<file path="src/rtl/framebuffer_writer.sv">
// framebuffer_writer
//   Last GPU stage before the memory interconnect. Buffers rasteriser pixels
//   in a show-ahead FIFO, discards pixels outside the screen, converts (x, y)
//   to a linear byte address and writes the colour through an Avalon-MM
//   write master.
//
// Ports
//   clock, reset_n          system clock; synchronous active-low reset
//   pixel_data[63:0]        {x[15:0], y[15:0], colour ARGB8888}
//   pixel_data_valid        pixel_data valid this cycle
//   pixel_fifo_full         stall request to the rasteriser (count >= DEPTH-2)
//   fb_base[31:0]           framebuffer byte base, sampled when a pixel loads
//   avm_address/write/writedata/byteenable, avm_waitrequest   Avalon-MM master
//   idle                    FIFO empty and no write outstanding
//   overflow                sticky: a pixel arrived with the FIFO full
//   pixels_written[31:0]    completed writes, wraps
//   pixels_clipped[15:0]    discarded pixels, saturates
//   dbg_state_o             FSM state for observation (1 = write in flight)
//
// Handshake: the Avalon write is presented with avm_write = 1 and its address
// and data held stable; it completes on a rising edge where avm_write = 1 and
// avm_waitrequest = 0. pixel_data is accepted on any edge with
// pixel_data_valid = 1 unless the FIFO is completely full, in which case the
// pixel is dropped.
module framebuffer_writer #(
  parameter int FIFO_DEPTH = 16,
  parameter int FB_WIDTH   = 640,
  parameter int FB_HEIGHT  = 480
) (
  input  logic        clock,
  input  logic        reset_n,
  input  logic [63:0] pixel_data,
  input  logic        pixel_data_valid,
  output logic        pixel_fifo_full,
  input  logic [31:0] fb_base,
  output logic [31:0] avm_address,
  output logic        avm_write,
  output logic [31:0] avm_writedata,
  output logic [3:0]  avm_byteenable,
  input  logic        avm_waitrequest,
  output logic        idle,
  output logic        overflow,
  output logic [31:0] pixels_written,
  output logic [15:0] pixels_clipped,
  output logic        dbg_state_o
);

  localparam int PTR_W = $clog2(FIFO_DEPTH);
  localparam int CNT_W = PTR_W + 1;

  typedef enum logic {S_IDLE = 1'b0, S_WRITE = 1'b1} state_t;

  state_t             state_q, state_d;
  logic [63:0]        mem_q [FIFO_DEPTH];
  logic [PTR_W-1:0]   wr_ptr_q, rd_ptr_q;
  logic [CNT_W-1:0]   count_q, count_d;
  logic               full_q;
  logic               overflow_q;
  logic [31:0]        addr_q, data_q;
  logic [31:0]        written_q;
  logic [15:0]        clipped_q;

  logic               push, drop, pop, load, clip_pop, wr_done;
  logic               fifo_empty;
  logic [63:0]        head;
  logic [15:0]        head_x, head_y;
  logic               head_clip;
  logic [31:0]        offset;
  logic [31:0]        addr_d;

  assign fifo_empty = (count_q == '0);
  assign push       = pixel_data_valid && (count_q != CNT_W'(FIFO_DEPTH));
  assign drop       = pixel_data_valid && (count_q == CNT_W'(FIFO_DEPTH));

  // Show-ahead: the head entry is visible before it is popped.
  assign head      = mem_q[rd_ptr_q];
  assign head_x    = head[63:48];
  assign head_y    = head[47:32];
  assign head_clip = (32'(head_x) >= 32'(FB_WIDTH)) || (32'(head_y) >= 32'(FB_HEIGHT));
  assign offset    = 32'(head_y) * 32'(FB_WIDTH) + 32'(head_x);
  assign addr_d    = fb_base + (offset << 2);

  assign count_d = count_q + CNT_W'(push) - CNT_W'(pop);

  // Next-state and pop control. A write in flight only frees the bus when
  // waitrequest is low; the head can then be loaded in the same cycle.
  always_comb begin
    state_d  = state_q;
    pop      = 1'b0;
    load     = 1'b0;
    clip_pop = 1'b0;
    wr_done  = 1'b0;
    case (state_q)
      S_IDLE: begin
        if (!fifo_empty) begin
          pop = 1'b1;
          if (head_clip) begin
            clip_pop = 1'b1;
          end else begin
            load    = 1'b1;
            state_d = S_WRITE;
          end
        end
      end
      S_WRITE: begin
        if (!avm_waitrequest) begin
          wr_done = 1'b1;
          if (fifo_empty) begin
            state_d = S_IDLE;
          end else begin
            pop = 1'b1;
            if (head_clip) begin
              clip_pop = 1'b1;
              state_d  = S_IDLE;
            end else begin
              load = 1'b1;
            end
          end
        end
      end
      default: state_d = S_IDLE;
    endcase
  end

  // FIFO storage needs no reset; only the pointers and count define content.
  always_ff @(posedge clock) begin
    if (push) mem_q[wr_ptr_q] <= pixel_data;
  end

  always_ff @(posedge clock) begin
    if (!reset_n) begin
      state_q    <= S_IDLE;
      wr_ptr_q   <= '0;
      rd_ptr_q   <= '0;
      count_q    <= '0;
      full_q     <= 1'b0;
      overflow_q <= 1'b0;
      addr_q     <= '0;
      data_q     <= '0;
      written_q  <= '0;
      clipped_q  <= '0;
    end else begin
      state_q <= state_d;
      count_q <= count_d;
      // Two spare entries cover pixels emitted after the stall is sampled.
      full_q  <= (count_d >= CNT_W'(FIFO_DEPTH - 2));
      if (push) wr_ptr_q <= wr_ptr_q + 1'b1;
      if (pop)  rd_ptr_q <= rd_ptr_q + 1'b1;
      if (drop) overflow_q <= 1'b1;
      if (load) begin
        addr_q <= addr_d;
        data_q <= head[31:0];
      end
      if (wr_done) written_q <= written_q + 32'd1;
      if (clip_pop && (clipped_q != 16'hFFFF)) clipped_q <= clipped_q + 16'd1;
    end
  end

  assign pixel_fifo_full = full_q;
  assign avm_address     = addr_q;
  assign avm_writedata   = data_q;
  assign avm_write       = (state_q == S_WRITE);
  assign avm_byteenable  = 4'hF;
  assign idle            = fifo_empty && (state_q == S_IDLE);
  assign overflow        = overflow_q;
  assign pixels_written  = written_q;
  assign pixels_clipped  = clipped_q;
  assign dbg_state_o     = state_q;

endmodule
</file>
<file path="config.mk">
export PLATFORM = sky130hd
export DESIGN_NAME = framebuffer_writer
export DESIGN_NICKNAME = d
export VERILOG_FILES = /design/src/rtl/framebuffer_writer.sv
export SDC_FILE = /design/constraint.sdc
export NUM_CORES = 1
export LEC_CHECK = 0
export ABC_CLOCK_PERIOD_IN_PS = 8720
export BUFFER_PORTS_ARGS = -buffer_cell sky130_fd_sc_hd__buf_2
export CAP_MARGIN = 10
export CORE_MARGIN = 5
export CORE_UTILIZATION = 61
export DETAILED_ROUTE_END_ITERATION = 10
export PLACE_DENSITY = 0.86
export SYNTH_ARGS = -nofsm -noshare
export SYNTH_HDL_FRONTEND = slang
export SYNTH_SLANG_ARGS = --single-unit
</file>
<file path="constraint.sdc">
create_clock -name clock -period 8.72 [get_ports clock]
set_input_delay 1.308 -clock clock [delete_from_list [all_inputs] [get_ports clock]]
set_output_delay 1.308 -clock clock [all_outputs]
set_load 0.05 [all_outputs]
</file>
==> flow_metrics.tcl, run 1 <==
set metrics [dict create \
    path_buf_inv 1 \
    synth_area_leaders "edfxtp_1, mux4_2, dfxtp_1, ha_1, mux2i_1" \
    crit_family "compound AO/OA/AOI/OAI gates" \
    vdd_drop_max_mv 0.576 \
    required_ns 9.28 \
    maxSlewViolCount 0 \
    synthFlopType "edfxtp_1" \
    overflow 0 \
    clockRootBuffer "clkbuf_16" \
    ctsResizeCount 0 \
    async_flop_share_pct 0 \
    grt_pass1_vias 26000 \
    cts_tree "built" \
    initial_core_util_pct 61.5 \
    core_mm2 0.0759 \
    fmax_mhz 137 \
    dieArea_mm2 0.0822 \
    antenna_found_initial 17 \
    hp-class "flip-flop to flip-flop" \
    grt_max_degree 94 \
    min-delay-start "avm_address[26]$_SDFFE_PN0P_" \
    wl_per_cell_um 30.3 \
    leakage_nw 17.5 \
    rsz0062_at_grt "false" \
    layout-drive-gt1-share_pct 26.7 \
    num_vias 25300 \
    dpl.hpwl_um 61800 \
    r2r_cells 23 \
    worstHoldPathCells 2 \
    syn_avg_cell_area_um2 19.0 \
    ys_warn_count 0 \
    clockBufferDepth 3 \
    htree_levels 3 \
    tightest_slew_ns 1.16 \
    crit_path_frequent_cell "ha_1" \
    fin_ws_ns 1.42 \
    clk_latency_ns 0.69 \
    drc 0 \
    clkSlewWorstSetupHoldPaths_ns 0.06 \
    preCtsSetupSlack_ns 1.44 \
    grt_pass1_wl_um 172000 \
    fp.dieH_um 287 \
    finClkSkew_ns 0.0404 \
    yosysSeqAreaShare_pct 71.5 \
    power_density_mw_per_mm2 388 \
    dr.pass1.iters 6 \
    drtIter0Drc 3632 \
    boundaryPins 221 \
    path_cells "buf_4 -> mux4_2 -> mux4_2 -> ha_1 -> ha_1 -> a211o_1 -> a21oi_1 -> nor2b_1 -> nor2_1 -> xnor2_1 -> ha_1 -> nor3_1 -> a2111o_1 -> or4_1 -> a2111oi_2 -> nand4_1 -> nand3_1 -> ha_1 -> and3_1 -> a21oi_1 -> o21a_1 -> o41ai_1 -> o311a_1" \
    finalSetupTns_ns 0 \
    worstPathMaxFanout 44 \
    synth_top_cell_by_area "edfxtp_1" \
    rrSetupSlack_ns 1.42 \
    status "complete, no violations" \
    numCtsBuffers 109 \
    ys_ff_latch 1156 \
    clock-sinks 1156 \
    period_share_pct 83.7 \
    routed_wirelength_um 117000 \
    hold_buffers 0 \
    area_delta_synth_final_pct 12.8 \
    endpoint_kind "flip-flop" \
    cp.arrival_ns 7.86 \
    row_count 101 \
    syn_area_mm2 0.0467 \
    cp-start-kind "flip-flop" \
    final_nets 2906 \
    yosys.area.top_type_share_pct 65.9 \
    min_to "avm_address[26]$_SDFFE_PN0P_" \
    port_buffers 216 \
    gp_congestion 0.842 \
    yosysUniqueCellTypes 71 \
    worst_r2r_endpoint "avm_address[31]$_SDFFE_PN0P_" \
    cts_setup_buffers 0 \
    period_needed_ns 7.30 \
    die_w_um 287 \
    synth_common_cells "edfxtp_1, mux4_2, nor2_1, dfxtp_1, mux2i_1" \
    viasPerCell 6.57 \
    grtUsageTotal_pct 28.5 \
    synth_most_common_cell "edfxtp_1" \
    synth_edf_count 1024 \
    finalSetupViolations 0 \
    slowest_delay_ns 0.93 \
    crit_slowest_cell "dfxtp_4" \
    drv_cap 0 \
    ant_nets 0 \
    slew-limit-headroom_pct 22.8 \
    worst-setup-path-type "flip-flop to flip-flop" \
    hold_viol_final 0 \
    placed_cells 3640 \
    stdcell_count 3859 \
    synth_cells 2454 \
]
==> power by group <==
part | switching (W) | internal (W)
logic | 0.00509 | 0.00422
registers | 0.000175 | 0.00619
clock network | 0.00211 | 0.00267
total | 0.00737 | 0.0131
==> area by class of cell <==
type	instances	area, um2
Clock buffer	141	2940
Antenna cell	14	35.0
Sequential cell	1156	33400
Timing Repair Buffer	263	1450
Inverter	33	129
Tap cell	1030	1290
Fill cell	4446	23300
Multi-Input combinational cell	1158	12800
Clock inverter	64	666
==> layout by cell type, fill, tap and decap left out, types with 23 or more instances in the layout <==
| cell type | n |
|---|---|
| inv_1 | 30 |
| mux2i_1 | 89 |
| nor2_1 | 148 |
| dfxtp_1 | 129 |
| ha_1 | 81 |
| a21oi_1 | 68 |
| clkbuf_1 | 24 |
| buf_2 | 216 |
| xnor2_1 | 37 |
| nand2_1 | 65 |
| nand3_1 | 23 |
| mux4_2 | 295 |
| edfxtp_1 | 1024 |
| and3_1 | 23 |
| clkbuf_16 | 110 |
| buf_4 | 46 |
| xor2_1 | 43 |
| o21ai_0 | 42 |
==> through the flow <==
stage	hold slack (ns)	total power (W)	utilization, %	instance area (um2)
floorplan	0.468	0.0137	-	46700
global placement	0.439	0.0152	64.6	49000
detailed placement	0.451	0.0156	64.6	49000
CTS	0.459	0.0204	69.3	52600
global route	0.508	0.0216	69.3	52700
finish	0.464	0.0204	69.3	52700
==> worst max path at each step <==
stage                          from                      endpoint  slack [ns]  depth (start not counted)
after floorplan           flip-flop  avm_address[31]$_SDFFE_PN0P_        0.95                         30
after global placement    flip-flop  avm_address[29]$_SDFFE_PN0P_        1.63                         28
after detailed placement  flip-flop  avm_address[29]$_SDFFE_PN0P_        1.44                         24
after CTS                 flip-flop  avm_address[29]$_SDFFE_PN0P_        1.40                         24
after global routing      flip-flop  avm_address[31]$_SDFFE_PN0P_        0.92                         23
final                     flip-flop  avm_address[31]$_SDFFE_PN0P_        1.42                         23
==> kinds of logic (layout without fill, tap and decap cells) <==
logic type / count (synthesis) / in the layout / synth area share, %
simple gates: 367 / 367 / 3.72
flops: 1156 / 1156 / 71.5
fa+ha+maj: 85 / 85 / 2.34
other cells: 2 / 19 / 0.0161
buf+inv: 143 / 501 / 1.42
compound gates: 237 / 237 / 3.35
xor+xnor: 80 / 80 / 1.50
mux: 384 / 384 / 16.1
==> metal layers <==
| layer | track usage, % | routed length, um | up-vias |
|---|---|---|---|
| li1 | - | - | 10500 |
| met1 | 37.4 | 41000 | 12900 |
| met2 | 49.2 | 60400 | 1690 |
| met3 | 5.69 | 11800 | 285 |
| met4 | 8.35 | 3750 | 8 |
| met5 | 0 | 48 | - |
==> sequential cells by signal, indices dropped and copies added, names as in the netlist, named ones only <==
register and cells:
avm_address 32, avm_write 1, avm_writedata 32, count_q 5
mem_q 1024, overflow 1, pixel_fifo_full 1, pixels_clipped 16
pixels_written 32, rd_ptr_q 4, wr_ptr_q 4
==> tightest hold or removal path: stages, from the launching register on <==
cell and delay, ns:
dfxtp_1 0.31, nand3_1 0.06, o21ai_1 0.05
No activity file was read; power rests on OpenSTA's default activity.
==> run 2: changes to the inputs <==
- ABC_CLOCK_PERIOD_IN_PS: 8720 -> 7380
- clock period: 8.72 -> 7.38 ns (I/O delays scaled with it)
==> run 2 against run 1 <==
  * Sequential power increased by 17%
  * Largest power group unchanged
  * Critical path depth fell by 1
  * First-iteration DRC count decreased by 6.3%
  * Via count is 1.6% higher
  * Die area unchanged
  * Routed wire length increased by 1.6%
  * Non-clock buffer count up 18
  * Count of clock-buffer cells in the layout shrank 8
  * Power is 19% higher
  * Fmax is 6.3% higher
==> flow_metrics.tcl, run 2 (synthesized netlist as in run 1, its figures left out) <==
set metrics [dict create \
    status "complete, no violations" \
    grt_pass1_vias 26500 \
    fin_ws_ns 0.514 \
    required_ns 7.94 \
    clockBufferDepth 3 \
    top_register "mem_q" \
    wl_per_cell_um 30.6 \
    maxSlewViolCount 0 \
    largest_reg_flops 1024 \
    dpl.hpwl_um 63900 \
    period_needed_ns 6.87 \
    viasPerCell 6.63 \
    clock-sinks 1156 \
    power_density_mw_per_mm2 461 \
    routed_wirelength_um 119000 \
    final_common_cell "edfxtp_1" \
    initial_core_util_pct 61.5 \
    dr.pass1.iters 5 \
    drc 0 \
    tightest_slew_ns 1.17 \
    cp-start-kind "flip-flop" \
    final_nets 2925 \
    core_mm2 0.0759 \
    endpoint_kind "flip-flop" \
    mostFrequentLayoutCells "edfxtp_1, mux4_2, buf_2" \
    finalSetupTns_ns 0 \
    min-delay-start "avm_address[26]$_SDFFE_PN0P_" \
    overflow 0 \
    fmax_mhz 146 \
    clockRootBuffer "clkbuf_16" \
    ant_nets 0 \
    antenna_found_initial 20 \
    hold_buffers 0 \
    slew-limit-headroom_pct 21.7 \
    die_w_um 287 \
    period_share_pct 93.0 \
    worstPathMaxFanout 48 \
    num_vias 25700 \
    fp.dieH_um 287 \
    dieArea_mm2 0.0822 \
    boundaryPins 221 \
    leakage_nw 17.6 \
    numCtsBuffers 110 \
    clkSlewWorstSetupHoldPaths_ns 0.06 \
    grtUsageTotal_pct 29.0 \
    finClkSkew_ns 0.0348 \
    finalSetupViolations 0 \
    clk_latency_ns 0.70 \
    hold_ws_ns 0.473 \
    layout-drive-gt1-share_pct 27.3 \
    preCtsSetupSlack_ns 0.268 \
    vdd_drop_max_mv 0.742 \
    grt_max_degree 75 \
    row_count 101 \
    hp-class "flip-flop to flip-flop" \
    cts_tree "built" \
    drtIter0Drc 3405 \
    drv_cap 0 \
    worst-setup-path-type "flip-flop to flip-flop" \
    gp_congestion 0.873 \
    area_delta_synth_final_pct 13.1 \
    port_buffers 216 \
    htree_levels 3 \
    rsz0062_at_grt "false" \
    utilization_pct 69.5 \
    cp.arrival_ns 7.42 \
    grt_pass1_wl_um 175000 \
    hold_viol_final 0 \
]
run 2: changes by cell type in the layout (fill, tap and decap cells not counted), moves of 2 or more:
cell / previous run / this run
buf_4: 46 / 59
clkinv_1: 19 / 26
clkbuf_1: 24 / 19
buf_6: 0 / 4
clkinvlp_2: 0 / 4
clkinvlp_4: 3 / 7
clkbuf_8: 7 / 4
clkinv_2: 22 / 19
inv_6: 3 / 5
run 2: critical path, cell delays in order (launching register included):
cell	delay [ns]
dfxtp_4	0.52
buf_4	0.31
buf_4	0.51
buf_4	0.69
mux4_2	0.44
mux4_2	0.61
ha_1	0.35
nand2_1	0.05
o21ai_0	0.15
o21ai_0	0.14
nor3_1	0.31
nand2_1	0.16
a211oi_1	0.30
xnor2_1	0.20
ha_1	0.31
a21o_1	0.19
a21o_1	0.18
a21oi_1	0.16
o21ai_0	0.10
a21oi_1	0.31
o21a_1	0.26
o41ai_1	0.10
o311a_1	0.31
run 2: report_power, final:
part           leakage [nW]  total [W]  switching [W]  internal [W]
combinational          5.54     0.0113        0.00627       0.00504
clock                  1.73    0.00563        0.00251       0.00312
sequential             10.3    0.00743       0.000114       0.00732
total                  17.6     0.0244        0.00890        0.0155
run 2: final timing paths:
kind                                                     end  slack (ns)  cells past startpoint
worst max-delay path            avm_address[31]$_SDFFE_PN0P_        0.51                     22
worst min-delay path            avm_address[26]$_SDFFE_PN0P_        0.47                      2
worst max register to register  avm_address[31]$_SDFFE_PN0P_        0.51                     22
worst min register to register  avm_address[26]$_SDFFE_PN0P_        0.47                      2
run 2: final cells by class:
cell class,count,area (um2)
timing repair buffer,281,1600
inverter,33,129
tap,1030,1290
sequential,1156,33400
multi-input combinational,1158,12800
fill,4428,23100
clock buffer,133,2880
antenna,13,32.5
clock inverter,77,721
run 2: metrics by stage:
step | power, W | instances | area, um2
detailed placement | 0.0186 | 3649 | 49100
global route | 0.0258 | 3874 | 52800
CTS | 0.0243 | 3859 | 52700
finish | 0.0244 | 3881 | 52800
global placement | 0.0181 | 3649 | 49100
floorplan | 0.0162 | 2457 | 46700
run 2: timing repair:
| action | in CTS | in global routing |
|---|---|---|
| gates resized for setup | 0 | 4 |
| setup endpoints to repair | 0 | 8 |
| setup buffers | 0 | 9 |
run 2: layer usage:
layer	up-vias	wire length, um	part of all wire [%]	track usage [%]
li1	10600	-	-	-
met1	13100	40800	34	37.5
met2	1746	61100	51	49.7
met3	285	12600	11	6.27
met4	14	4170	3.5	9.62
met5	-	91	0.077	0
